$ cat src/rtl/qu_common_pkg.sv
// Shared Qu core widths and the fetch-queue entry layout.
package qu_common_pkg;

  localparam int QU_PC_WIDTH      = 32;
  localparam int QU_INSTR_WIDTH   = 32;
  localparam int QU_FETCH_WIDTH   = 2;
  localparam int QU_FETCH_Q_DEPTH = 8;

  typedef struct packed {
    logic [QU_PC_WIDTH-1:0]    pc;
    logic [QU_INSTR_WIDTH-1:0] instr;
  } qu_fetch_entry_t;

endpackage

$ cat src/rtl/qu_fetch_queue.sv
// IF->ID instruction queue: up to FETCH_WIDTH {pc,instr} in per cycle, one out per cycle, in order.
// Latency: 1 cycle minimum enqueue-to-dequeue (no fall-through); flush empties it in one cycle.
// Backpressure: enq_ready only when a whole FETCH_WIDTH group fits; deq holds the head while deq_ready is low.
module qu_fetch_queue
  import qu_common_pkg::*;
#(
  parameter int INSTR_WIDTH = QU_INSTR_WIDTH,
  parameter int PC_WIDTH    = QU_PC_WIDTH,
  parameter int DEPTH       = QU_FETCH_Q_DEPTH,
  parameter int FETCH_WIDTH = QU_FETCH_WIDTH
) (
  input  logic                            clk,
  input  logic                            rst,
  input  logic                            flush,
  input  logic [FETCH_WIDTH-1:0]          enq_valid,
  output logic                            enq_ready,
  input  logic [FETCH_WIDTH*PC_WIDTH-1:0] enq_pc,
  input  logic [FETCH_WIDTH*INSTR_WIDTH-1:0] enq_instr,
  output logic                            deq_valid,
  input  logic                            deq_ready,
  output logic [PC_WIDTH-1:0]             deq_pc,
  output logic [INSTR_WIDTH-1:0]          deq_instr,
  output logic [$clog2(DEPTH+1)-1:0]      count
);

  localparam int PTR_W = $clog2(DEPTH);
  localparam int CNT_W = $clog2(DEPTH+1);
  localparam logic [CNT_W:0] DEPTH_EXT = (CNT_W+1)'(DEPTH);
  localparam logic [CNT_W:0] FW_EXT    = (CNT_W+1)'(FETCH_WIDTH);

  function automatic logic [CNT_W-1:0] popcount(input logic [FETCH_WIDTH-1:0] v);
    logic [CNT_W-1:0] s;
    s = '0;
    for (int i = 0; i < FETCH_WIDTH; i++) s = s + CNT_W'(v[i]);
    return s;
  endfunction

  qu_fetch_entry_t        mem [DEPTH];
  qu_fetch_entry_t        lane_dat [FETCH_WIDTH];
  logic [PTR_W-1:0]       lane_idx [FETCH_WIDTH];
  logic [FETCH_WIDTH-1:0] lane_we;

  logic [PTR_W-1:0] rd_ptr;
  logic [PTR_W-1:0] wr_ptr;
  logic             enq_fire;
  logic             deq_fire;
  logic [CNT_W-1:0] enq_add;
  qu_fetch_entry_t  head;

  // Readiness looks at the current count only, so it can be registered downstream.
  assign enq_ready = ({1'b0, count} + FW_EXT) <= DEPTH_EXT;
  assign deq_valid = (count != '0);
  assign enq_fire  = enq_ready & (|enq_valid) & ~flush;
  assign deq_fire  = deq_valid & deq_ready & ~flush;
  assign enq_add   = enq_fire ? popcount(enq_valid) : '0;

  for (genvar i = 0; i < FETCH_WIDTH; i++) begin : g_lane
    assign lane_idx[i] = wr_ptr + PTR_W'(i);
    assign lane_dat[i] = '{pc:    enq_pc[i*PC_WIDTH +: PC_WIDTH],
                           instr: enq_instr[i*INSTR_WIDTH +: INSTR_WIDTH]};
    assign lane_we[i]  = enq_fire & enq_valid[i];
  end

  always_ff @(posedge clk) begin
    for (int i = 0; i < FETCH_WIDTH; i++) begin
      if (lane_we[i]) mem[lane_idx[i]] <= lane_dat[i];
    end
  end

  always_ff @(posedge clk or posedge rst) begin
    if (rst) begin
      rd_ptr <= '0;
      wr_ptr <= '0;
      count  <= '0;
    end else if (flush) begin
      rd_ptr <= '0;
      wr_ptr <= '0;
      count  <= '0;
    end else begin
      wr_ptr <= wr_ptr + PTR_W'(enq_add);
      rd_ptr <= rd_ptr + PTR_W'(deq_fire);
      count  <= count + enq_add - CNT_W'(deq_fire);
    end
  end

  // Head is forced to zero when empty so stale storage never leaks out after reset.
  assign head      = mem[rd_ptr];
  assign deq_pc    = deq_valid ? head.pc    : '0;
  assign deq_instr = deq_valid ? head.instr : '0;

endmodule

$ cat config.mk
export PLATFORM = sky130hd
export DESIGN_NAME = qu_fetch_queue
export DESIGN_NICKNAME = d
export VERILOG_FILES = /design/src/rtl/qu_common_pkg.sv /design/src/rtl/qu_fetch_queue.sv
export SDC_FILE = /design/constraint.sdc
export NUM_CORES = 1
export LEC_CHECK = 0
export BUFFER_PORTS_ARGS = -buffer_cell sky130_fd_sc_hd__buf_2
export CAP_MARGIN = 5
export CORE_ASPECT_RATIO = 0.7
export CORE_MARGIN = 3
export CORE_UTILIZATION = 60
export CTS_CLUSTER_DIAMETER = 100
export DETAILED_ROUTE_END_ITERATION = 8
export GPL_ROUTABILITY_DRIVEN = 0
export GPL_TIMING_DRIVEN = 0
export PLACE_DENSITY = 0.77
export SLEW_MARGIN = 20
export SYNTH_ARGS = -nofsm -noshare
export SYNTH_HDL_FRONTEND = slang
export SYNTH_SLANG_ARGS = --single-unit
$ cat constraint.sdc
create_clock -name clk -period 6.55 [get_ports clk]
set_input_delay 1.31 -clock clk [delete_from_list [all_inputs] [get_ports clk]]
set_output_delay 1.31 -clock clk [all_outputs]
set_load 0.005 [all_outputs]
==> results of run 1 <==
-- worst max path at each step --
stage,slack (ns),endpoint,cells past startpoint,from
after detailed placement,2.36,mem[0][8]$_DFFE_PP_,8,enq_valid[1]
after global placement,-2.25,mem[7][16]$_DFFE_PP_,8,enq_valid[1]
after floorplan,0.97,mem[1][0]$_DFFE_PP_,6,enq_valid[0]
after CTS,1.84,deq_instr[29],7,count[2]$_DFF_PP0_
final,1.80,deq_instr[25],7,count[2]$_DFF_PP0_
after global routing,1.72,deq_instr[29],7,count[2]$_DFF_PP0_
-- registers in the layout, indices dropped and copies added, names as in the netlist --
register,count
mem,512
rd_ptr,3
count,4
wr_ptr,3
-- layout make-up --
type	instances	area, um^2
antenna	9	22.5
buffer	95	490
clock buffer	74	1420
clock inverter	18	154
fill	2781	12300
inverter	15	56.3
multi-input combinational	846	10300
sequential	522	15600
tap	585	732
timing repair buffer	234	1830
-- metal layers --
metal | wire, um | share of wire, % | GRT usage [%]
met1 | 28500 | 43 | 43.0
met5 | 84 | 0.13 | 0
met2 | 31700 | 47 | 44.7
met4 | 1380 | 2.1 | 7.23
met3 | 5170 | 7.7 | 4.54
-- power groups by stage --
stage | clock, mW | sequential, mW | combinational, mW
after floorplan | 0 | 3.99 | 1.17
after global placement | 0 | 4.02 | 1.86
after detailed placement | 0 | 3.99 | 1.99
after CTS | 2.85 | 3.92 | 2.00
after global routing | 2.99 | 3.93 | 2.14
final | 2.83 | 3.92 | 1.99
-- kinds of logic after synthesis --
family / after synthesis
buffers and inverters: 110
AO/OA/AOI/OAI: 11
flip-flops: 522
multiplexers: 704
adder cells (fa/ha/maj): 16
AND/OR/NAND/NOR: 108
XOR/XNOR: 7
-- metrics by stage --
| step | setup slack [ns] | hold slack [ns] |
|---|---|---|
| floorplan | 0.974 | 0.600 |
| global placement | -2.25 | 0.612 |
| detailed placement | 2.36 | 0.628 |
| CTS | 1.84 | 0.651 |
| global route | 1.72 | 0.677 |
| finish | 1.80 | 0.646 |
-- worst max-delay path: cells and delay by family (launching register included) --
family	cells	cell delay, ns
adders and majority gates	1	0.14
buffers and inverters	4	1.51
DFF	1	0.41
and+or+nand+nor	2	0.79
-- synthesized netlist by cell type --
cell type    n  share of area [%]
mux2_1      24                1.0
buf_6        6               0.26
inv_2        1              0.014
nand2_1      2              0.028
fa_1         2               0.15
nor3b_2      1              0.047
clkbuf_1    28               0.40
inv_1       14               0.20
ha_1        14               0.66
mux2_2     488                 21
edfxtp_1   512                 58
buf_1        4              0.057
nor3_4       2               0.12
nor2b_1      8               0.19
a32oi_1      2              0.066
xnor2_1      4               0.13
buf_2       50               0.95
and3_1       2              0.047
nor4b_2      1              0.057
buf_4        7               0.20
nor3_2       2              0.076
xor2_1       1              0.033
a21oi_1      1              0.019
nor3b_1      2              0.057
nor2_1      79                1.1
xor2_2       1              0.062
a2bb2oi_1    2              0.066
dfrtp_1     10               0.95
and4_1       1              0.033
o21ai_2      1              0.033
a21o_1       1              0.028
nand3_4      4               0.27
mux4_2     128                 11
nand3_1      2              0.038
mux2i_1     64                2.4
a22oi_1      4               0.11
xnor2_2      1              0.062
nand4_1      1              0.024
and4b_1      1              0.038
==> impl_metrics.env, run 1 <==
export IMPL_grt_antenna_before_repair=14
export IMPL_cp_slowest_stage_delay_ns=0.66
export IMPL_port_buffers=203
export IMPL_insertion_delay_ns=0.57
export IMPL_fin_worst_skew_ns=0.0198
export IMPL_synth_xor_area_share_pct=0.289
export IMPL_synth_warnings=0
export IMPL_slew_headroom_pct=16.3
export IMPL_dr_pass1_iters=5
export IMPL_crit_path_cell_trace="inv_1, ha_1, nor3b_1, clkbuf_1, clkbuf_1, nor2_1, buf_2"
export IMPL_cts_buffers=50
export IMPL_final_common_cell="edfxtp_1"
export IMPL_yosysSeqAreaShare_pct=59.2
export IMPL_synth_nets=1628
export IMPL_ios=204
export IMPL_p_clk_share_pct=32.3
export IMPL_placed_cells=2297
export IMPL_muxShareOfSynthArea_pct=35.2
export IMPL_cts_resized=0
export IMPL_clk_path_buf_depth=3
export IMPL_cts_root_buf="clkbuf_16"
export IMPL_rsz0062_at_grt="false"
export IMPL_grt_pass1_wl_um=101000
export IMPL_end_kind="output port"
export IMPL_switching_share_pct=26.8
export IMPL_drive_above_1_share_pct=55.2
export IMPL_placementRows=63
export IMPL_final_cell_mix="edfxtp_1 (512), mux2_2 (488), buf_2 (253), mux4_2 (128), nor2_1 (71)"
export IMPL_reg2reg_slack_ns=3.08
export IMPL_setup_viol=0
export IMPL_p_comb_share_pct=22.8
export IMPL_path_clk_slew_ns=0.06
export IMPL_cts_setup_buffers=0
export IMPL_synth_area_um2=26400
export IMPL_grt_max_degree=20
export IMPL_dp_hpwl_um=43500
export IMPL_wl_per_cell_um=27.9
export IMPL_hp_class="register to register"
export IMPL_path_class="register to output port"
export IMPL_dr_total_vias=15300
export IMPL_required_ns=5.24
export IMPL_cp_start_kind="register"
export IMPL_finalHoldViolCount=0
export IMPL_r2r_end="mem[0][6]$_DFFE_PP_"
export IMPL_start_util_pct=61.6
export IMPL_area_growth_pct=16.0
export IMPL_drtAntennaViolNets=0
export IMPL_max_freq_mhz=210
export IMPL_htree_levels=2
export IMPL_finish_utilization_pct=71.4
export IMPL_status="completed"
export IMPL_crit_path_frequent_cell="clkbuf_1"
export IMPL_tritoncts="built"
export IMPL_p_switching_mw=2.35
export IMPL_reg2regPathDepth=6
export IMPL_routed_wl_um=66800
export IMPL_drc=0
export IMPL_ys_types=39
export IMPL_yosys_area_share_simple_pct=2.15
export IMPL_ir_worst_vdd_mv=0.193
export IMPL_synth_fa_ha_area_share_pct=0.815
export IMPL_coreArea_um2=42900
export IMPL_drv_cap=0
export IMPL_layout_nets=1914
export IMPL_overflow=0
export IMPL_p_seq_share_pct=44.9
export IMPL_synth_top_family_by_area="multiplexers"
export IMPL_min_delay_start="rd_ptr[1]$_DFF_PP0_"
export IMPL_grt_pass1_vias=15900
export IMPL_synth_compound_area_share_pct=0.327
export IMPL_fin_crit_ns=4.75
export IMPL_ys_ff_latch=522
export IMPL_via_per_inst=6.39
export IMPL_pwr_density_cell_nw_per_um2=285
export IMPL_intPower_mw=6.39
export IMPL_fp_dieW_um=257
export IMPL_critical_path_max_fanout=10
export IMPL_die_h_um=182
export IMPL_tns_ns=0
export IMPL_tightest_slew_ns=1.25
export IMPL_clkSinkCount=522
export IMPL_fin_cells=2398
export IMPL_period_share_pct=72.5
export IMPL_die_area_um2=46600
export IMPL_placed_area_um2=29000
export IMPL_track_usage_pct=28.7
export IMPL_fin_area_um2=30600
export IMPL_drv_slew=0
export IMPL_reg2reg_from="wr_ptr[0]$_DFF_PP0_"
export IMPL_crit_slowest_cell="clkbuf_1"
export IMPL_syn_avg_cell_area_um2=17.9
export IMPL_holdPathEnd="rd_ptr[1]$_DFF_PP0_"
export IMPL_min_path_cells=2
export IMPL_finalPower_mw=8.74
export IMPL_drtIter0Drc=1869
export IMPL_postCtsHoldBufs=0
export IMPL_power_leakage_nw=10.3
export IMPL_worst_ep_arrival_time_ns=3.44
export IMPL_synth_cells=1478
No activity file was read; power rests on OpenSTA's default activity.
==> run 2: changes to the inputs <==
==> constraint.sdc (replaced) <==
create_clock -name clk -period 4.9 [get_ports clk]
set_input_delay 0.98 -clock clk [delete_from_list [all_inputs] [get_ports clk]]
set_output_delay 0.98 -clock clk [all_outputs]
set_load 0.005 [all_outputs]
==> run 2 against run 1 <==
Sequential power is 34% higher. Hold slack worse by 0.19 ns. Wire length is 0.53% higher. Critical path depth stayed put. Core utilization hardly changed. Setup slack worse by 1.3 ns. Clock-buffer cell count is 10 lower.
==> impl_metrics.env, run 2 (synthesized netlist as in run 1, its figures left out) <==
export IMPL_status="completed"
export IMPL_pwr_density_cell_nw_per_um2=384
export IMPL_cts_buffers=50
export IMPL_reg2reg_slack_ns=1.28
export IMPL_fin_crit_ns=4.44
export IMPL_grt_pass1_wl_um=101000
export IMPL_fin_area_um2=30600
export IMPL_cp_start_kind="register"
export IMPL_drive_above_1_share_pct=55.9
export IMPL_grt_pass1_vias=16100
export IMPL_cts_setup_buffers=0
export IMPL_path_clk_slew_ns=0.06
export IMPL_fin_worst_skew_ns=0.0104
export IMPL_final_cell_mix="edfxtp_1 (512), mux2_2 (488), buf_2 (253), mux4_2 (128), nor2_1 (71)"
export IMPL_fp_dieW_um=257
export IMPL_finalPower_mw=11.8
export IMPL_port_buffers=203
export IMPL_wl_per_cell_um=28.0
export IMPL_drv_cap=0
export IMPL_placementRows=63
export IMPL_tightest_slew_ns=1.10
export IMPL_place_ws_ns=0.748
export IMPL_setup_ws_ns=0.455
export IMPL_postCtsHoldBufs=0
export IMPL_overflow=0
export IMPL_clkSinkCount=522
export IMPL_drtAntennaViolNets=0
export IMPL_track_usage_pct=29.0
export IMPL_worst_ep_arrival_time_ns=3.46
export IMPL_required_ns=3.92
export IMPL_crit_family="buffers and inverters"
export IMPL_reg2regPathDepth=11
export IMPL_crit_buf_inv=4
export IMPL_rsz0062_at_grt="false"
export IMPL_clk_path_buf_depth=3
export IMPL_crit_slowest_cell="clkbuf_1"
export IMPL_hp_class="input pin to async pin"
export IMPL_layout_nets=1914
export IMPL_end_kind="output port"
export IMPL_crit_path_frequent_cell="clkbuf_1"
export IMPL_grt_antenna_before_repair=15
export IMPL_reg2reg_from="count[2]$_DFF_PP0_"
export IMPL_largest_register_ffs=512
export IMPL_ios=204
export IMPL_ir_worst_vdd_mv=0.285
export IMPL_via_per_inst=6.40
export IMPL_finalHoldViolCount=0
export IMPL_placed_area_um2=29000
export IMPL_insertion_delay_ns=0.57
export IMPL_crit_path_cell_trace="inv_1, ha_1, nor3b_2, clkbuf_1, clkbuf_1, nor2_1, buf_2"
export IMPL_drv_slew=0
export IMPL_r2r_end="count[2]$_DFF_PP0_"
export IMPL_tritoncts="built"
export IMPL_routed_wl_um=67200
export IMPL_coreArea_um2=42900
export IMPL_cts_root_buf="clkbuf_16"
export IMPL_startpoint="count[2]$_DFF_PP0_"
export IMPL_finish_utilization_pct=71.4
export IMPL_grt_max_degree=21
export IMPL_start_util_pct=61.6
export IMPL_area_growth_pct=16.0
export IMPL_period_share_pct=90.7
export IMPL_drc=0
export IMPL_die_area_um2=46600
export IMPL_dr_pass1_iters=5
export IMPL_dp_hpwl_um=44400
export IMPL_critical_path_max_fanout=10
export IMPL_htree_levels=2
export IMPL_cp_slowest_stage_delay_ns=0.76
export IMPL_max_freq_mhz=225
export IMPL_final_common_cell="edfxtp_1"
export IMPL_slew_headroom_pct=26.2
export IMPL_power_leakage_nw=10.3
export IMPL_dr_total_vias=15400
export IMPL_path_class="register to output port"
export IMPL_drtIter0Drc=1620
export IMPL_setup_viol=0
export IMPL_die_h_um=182
## run 2: cell count changes in the layout (fill, tap and decap cells not counted), sizes merged
cell,change
bufinv,+1
clkbuf,-10
clkinv,+9
clkinvlp,-1
diode,+1
inv,+2
## run 2: worst max-delay path by stage
stage               cells past startpoint              endpoint  slack, ns
detailed placement                      7         deq_instr[28]       0.75
finish                                  7         deq_instr[22]       0.46
CTS                                     7         deq_instr[28]       0.13
global route                            7         deq_instr[28]       0.32
global placement                        7  mem[1][20]$_DFFE_PP_      -1.37
floorplan                               6   mem[1][0]$_DFFE_PP_       0.72
## run 2: layout make-up
cell class                 instances  area (um^2)
fill                            2791        12200
antenna                           10         25.0
clock inverter                    29          244
multi-input combinational        846        10300
inverter                          15         56.3
clock buffer                      64         1350
tap                              585          732
timing repair buffer             234         1810
buffer                            95          490
sequential                       522        15600
## run 2: what timing repair did
| action | CTS | global route |
|---|---|---|
| resized for setup | 0 | 1 |
| hold endpoints to repair | 0 | 0 |
| endpoints found under the setup margin | 0 | 5 |
## run 2: per-stage QoR
stage / hold slack, ns / instances / TNS [ns]
floorplan: 0.600 / 1478 / 0
global placement: 0.624 / 2266 / -615.80
detailed placement: 0.640 / 2297 / 0
CTS: 0.441 / 2390 / 0
global route: 0.477 / 2398 / 0
finish: 0.454 / 2400 / 0
## run 2: per-layer routing
metal	vias to the layer above	global-route usage (%)	routed length (um)
li1	6594	-	-
met1	7902	41.9	27700
met2	721	46.1	31900
met3	129	5.23	5880
met4	10	8.09	1610
met5	-	0	75
## run 2: power breakdown
group	internal (mW)	switching [mW]	total, mW
sequential	5.18	0.0644	5.24
combinational	1.23	1.48	2.70
clock	2.15	1.67	3.83
total	8.56	3.22	11.8
==> run 3: changes to the inputs <==
--- a/config.mk
+++ b/config.mk
@@ -14,6 +14,7 @@
 export DETAILED_ROUTE_END_ITERATION = 8
 export GPL_ROUTABILITY_DRIVEN = 0
 export GPL_TIMING_DRIVEN = 0
+export MAX_ROUTING_LAYER = met4
 export PLACE_DENSITY = 0.77
 export SLEW_MARGIN = 20
 export SYNTH_ARGS = -nofsm -noshare
==> constraint.sdc (replaced) <==
create_clock -name clk -period 5.4 [get_ports clk]
set_input_delay 1.08 -clock clk [delete_from_list [all_inputs] [get_ports clk]]
set_output_delay 1.08 -clock clk [all_outputs]
set_load 0.005 [all_outputs]
==> run 3 against run 2 <==
Die area unchanged. Wire length decreased by 0.74%. Sequential share of layout area about the same. Largest cell class unchanged. Critical path type unchanged.
==> impl_metrics.env, run 3 (synthesized netlist as in run 1, its figures left out) <==
export IMPL_status="completed"
export IMPL_pwr_density_cell_nw_per_um2=346
export IMPL_drtAntennaViolNets=0
export IMPL_finish_utilization_pct=71.5
export IMPL_drv_slew=0
export IMPL_grt_antenna_before_repair=13
export IMPL_area_growth_pct=16.0
export IMPL_ir_worst_vdd_mv=0.233
export IMPL_r2r_end="mem[0][8]$_DFFE_PP_"
export IMPL_rsz0062_at_grt="false"
export IMPL_cts_resized=0
export IMPL_reg2regPathDepth=6
export IMPL_drive_above_1_share_pct=55.2
export IMPL_tritoncts="built"
export IMPL_fp_dieW_um=257
export IMPL_die_h_um=182
export IMPL_dr_total_vias=15300
export IMPL_insertion_delay_ns=0.58
export IMPL_largest_register_ffs=512
export IMPL_fill_cells=2775
export IMPL_routed_wl_um=66700
export IMPL_via_per_inst=6.37
export IMPL_die_area_um2=46600
export IMPL_dp_hpwl_um=43500
export IMPL_startpoint="count[2]$_DFF_PP0_"
export IMPL_clk_path_buf_depth=3
export IMPL_port_buffers=203
export IMPL_end_kind="output port"
export IMPL_placementRows=63
export IMPL_grt_max_degree=20
export IMPL_endpoint="deq_instr[29]"
export IMPL_hp_class="input pin to async pin"
export IMPL_critical_path_max_fanout=10
export IMPL_start_util_pct=61.6
export IMPL_placed_cells=2297
export IMPL_period_share_pct=83.0
export IMPL_htree_levels=2
export IMPL_setup_viol=0
export IMPL_setup_ws_ns=0.918
export IMPL_final_common_cell="edfxtp_1"
export IMPL_grt_pass1_wl_um=101000
export IMPL_finalHoldViolCount=0
export IMPL_clkSinkCount=522
export IMPL_overflow=0
export IMPL_postCtsHoldBufs=0
export IMPL_layout_nets=1914
export IMPL_ios=204
export IMPL_path_class="register to output port"
export IMPL_wl_per_cell_um=27.7
export IMPL_dr_pass1_iters=5
export IMPL_power_leakage_nw=10.3
export IMPL_cts_root_buf="clkbuf_16"
export IMPL_max_freq_mhz=223
export IMPL_fin_worst_skew_ns=0.0211
export IMPL_fin_cells=2405
export IMPL_fin_crit_ns=4.48
export IMPL_reg2reg_from="wr_ptr[0]$_DFF_PP0_"
export IMPL_tightest_slew_ns=1.20
export IMPL_drtIter0Drc=1852
export IMPL_drc=0
export IMPL_grt_pass1_vias=15900
export IMPL_cp_start_kind="register"
export IMPL_holdWs_ns=0.491
export IMPL_slew_headroom_pct=19.5
export IMPL_worst_ep_arrival_time_ns=3.40
export IMPL_drv_cap=0
export IMPL_path_clk_slew_ns=0.06
export IMPL_required_ns=4.32
export IMPL_tns_ns=0
export IMPL_coreArea_um2=42900
export IMPL_place_ws_ns=1.44
export IMPL_cts_buffers=50
export IMPL_final_cell_mix="edfxtp_1 (512), mux2_2 (488), buf_2 (253), mux4_2 (128), nor2_1 (71)"
export IMPL_reg2reg_slack_ns=1.96
export IMPL_track_usage_pct=29.6
export IMPL_cts_setup_buffers=0
## run 3: cell count changes in the layout (fill, tap and decap cells not counted), moves of 2 or more
cell       delta
clkinv_2     -11
clkbuf_1      +9
diode_2       +6
buf_12        -3
buf_16        +3
clkbuf_16     +2
clkinv_1      +2
## run 3: worst min-delay path by stage
stage / start / to / slack [ns] / cells past startpoint
after floorplan: rd_ptr[0]$_DFF_PP0_ / rd_ptr[0]$_DFF_PP0_ / 0.60 / 2
after global placement: rd_ptr[0]$_DFF_PP0_ / rd_ptr[0]$_DFF_PP0_ / 0.61 / 2
after detailed placement: rd_ptr[1]$_DFF_PP0_ / rd_ptr[1]$_DFF_PP0_ / 0.63 / 2
after CTS: rst / rd_ptr[2]$_DFF_PP0_ / 0.48 / 2
after global routing: rst / rd_ptr[2]$_DFF_PP0_ / 0.51 / 2
final: rst / rd_ptr[2]$_DFF_PP0_ / 0.49 / 2
## run 3: where the power goes
group | internal (mW) | switching (mW)
Combinational | 1.11 | 1.31
Clock | 1.95 | 1.48
Sequential | 4.70 | 0.0577
Total | 7.76 | 2.84
## run 3: cell type report
type | instances | area [um^2] | area share [%]
Sequential cell | 522 | 15600 | 51.0
Multi-Input combinational cell | 846 | 10300 | 33.6
Timing Repair Buffer | 234 | 1830 | 5.99
Clock buffer | 74 | 1420 | 4.62
Tap cell | 585 | 732 | 2.39
Buffer | 95 | 490 | 1.60
Clock inverter | 18 | 154 | 0.502
Inverter | 15 | 56.3 | 0.184
Antenna cell | 16 | 40.0 | 0.131
## run 3: per-layer routing
layer  vias up  track usage [%]  part of all wire, %  routed length (um)
li1       6588                -                    -                   -
met1      7993             42.9                   43               28900
met2       636             44.7                   47               31600
met3       100             4.60                  7.3                4850
met4         0             7.20                  1.9                1270
met5         -                -                    0                   0
## run 3: worst max-delay path: stages, from the launching register on
cell and delay [ns]:
dfrtp_1 0.41, inv_1 0.10, ha_1 0.14, nor3b_1 0.52, clkbuf_1 0.65, clkbuf_1 0.56
nor2_1 0.24, buf_2 0.19
## run 3: stage by stage
| step | power, mW | instance area, um^2 |
|---|---|---|
| 2_1_floorplan | 6.26 | 26400 |
| 3_3_place_gp | 7.13 | 28200 |
| 3_5_place_dp | 7.26 | 29000 |
| 4_1_cts | 10.6 | 30600 |
| 5_1_grt | 11.0 | 30600 |
| 6_report | 10.6 | 30600 |
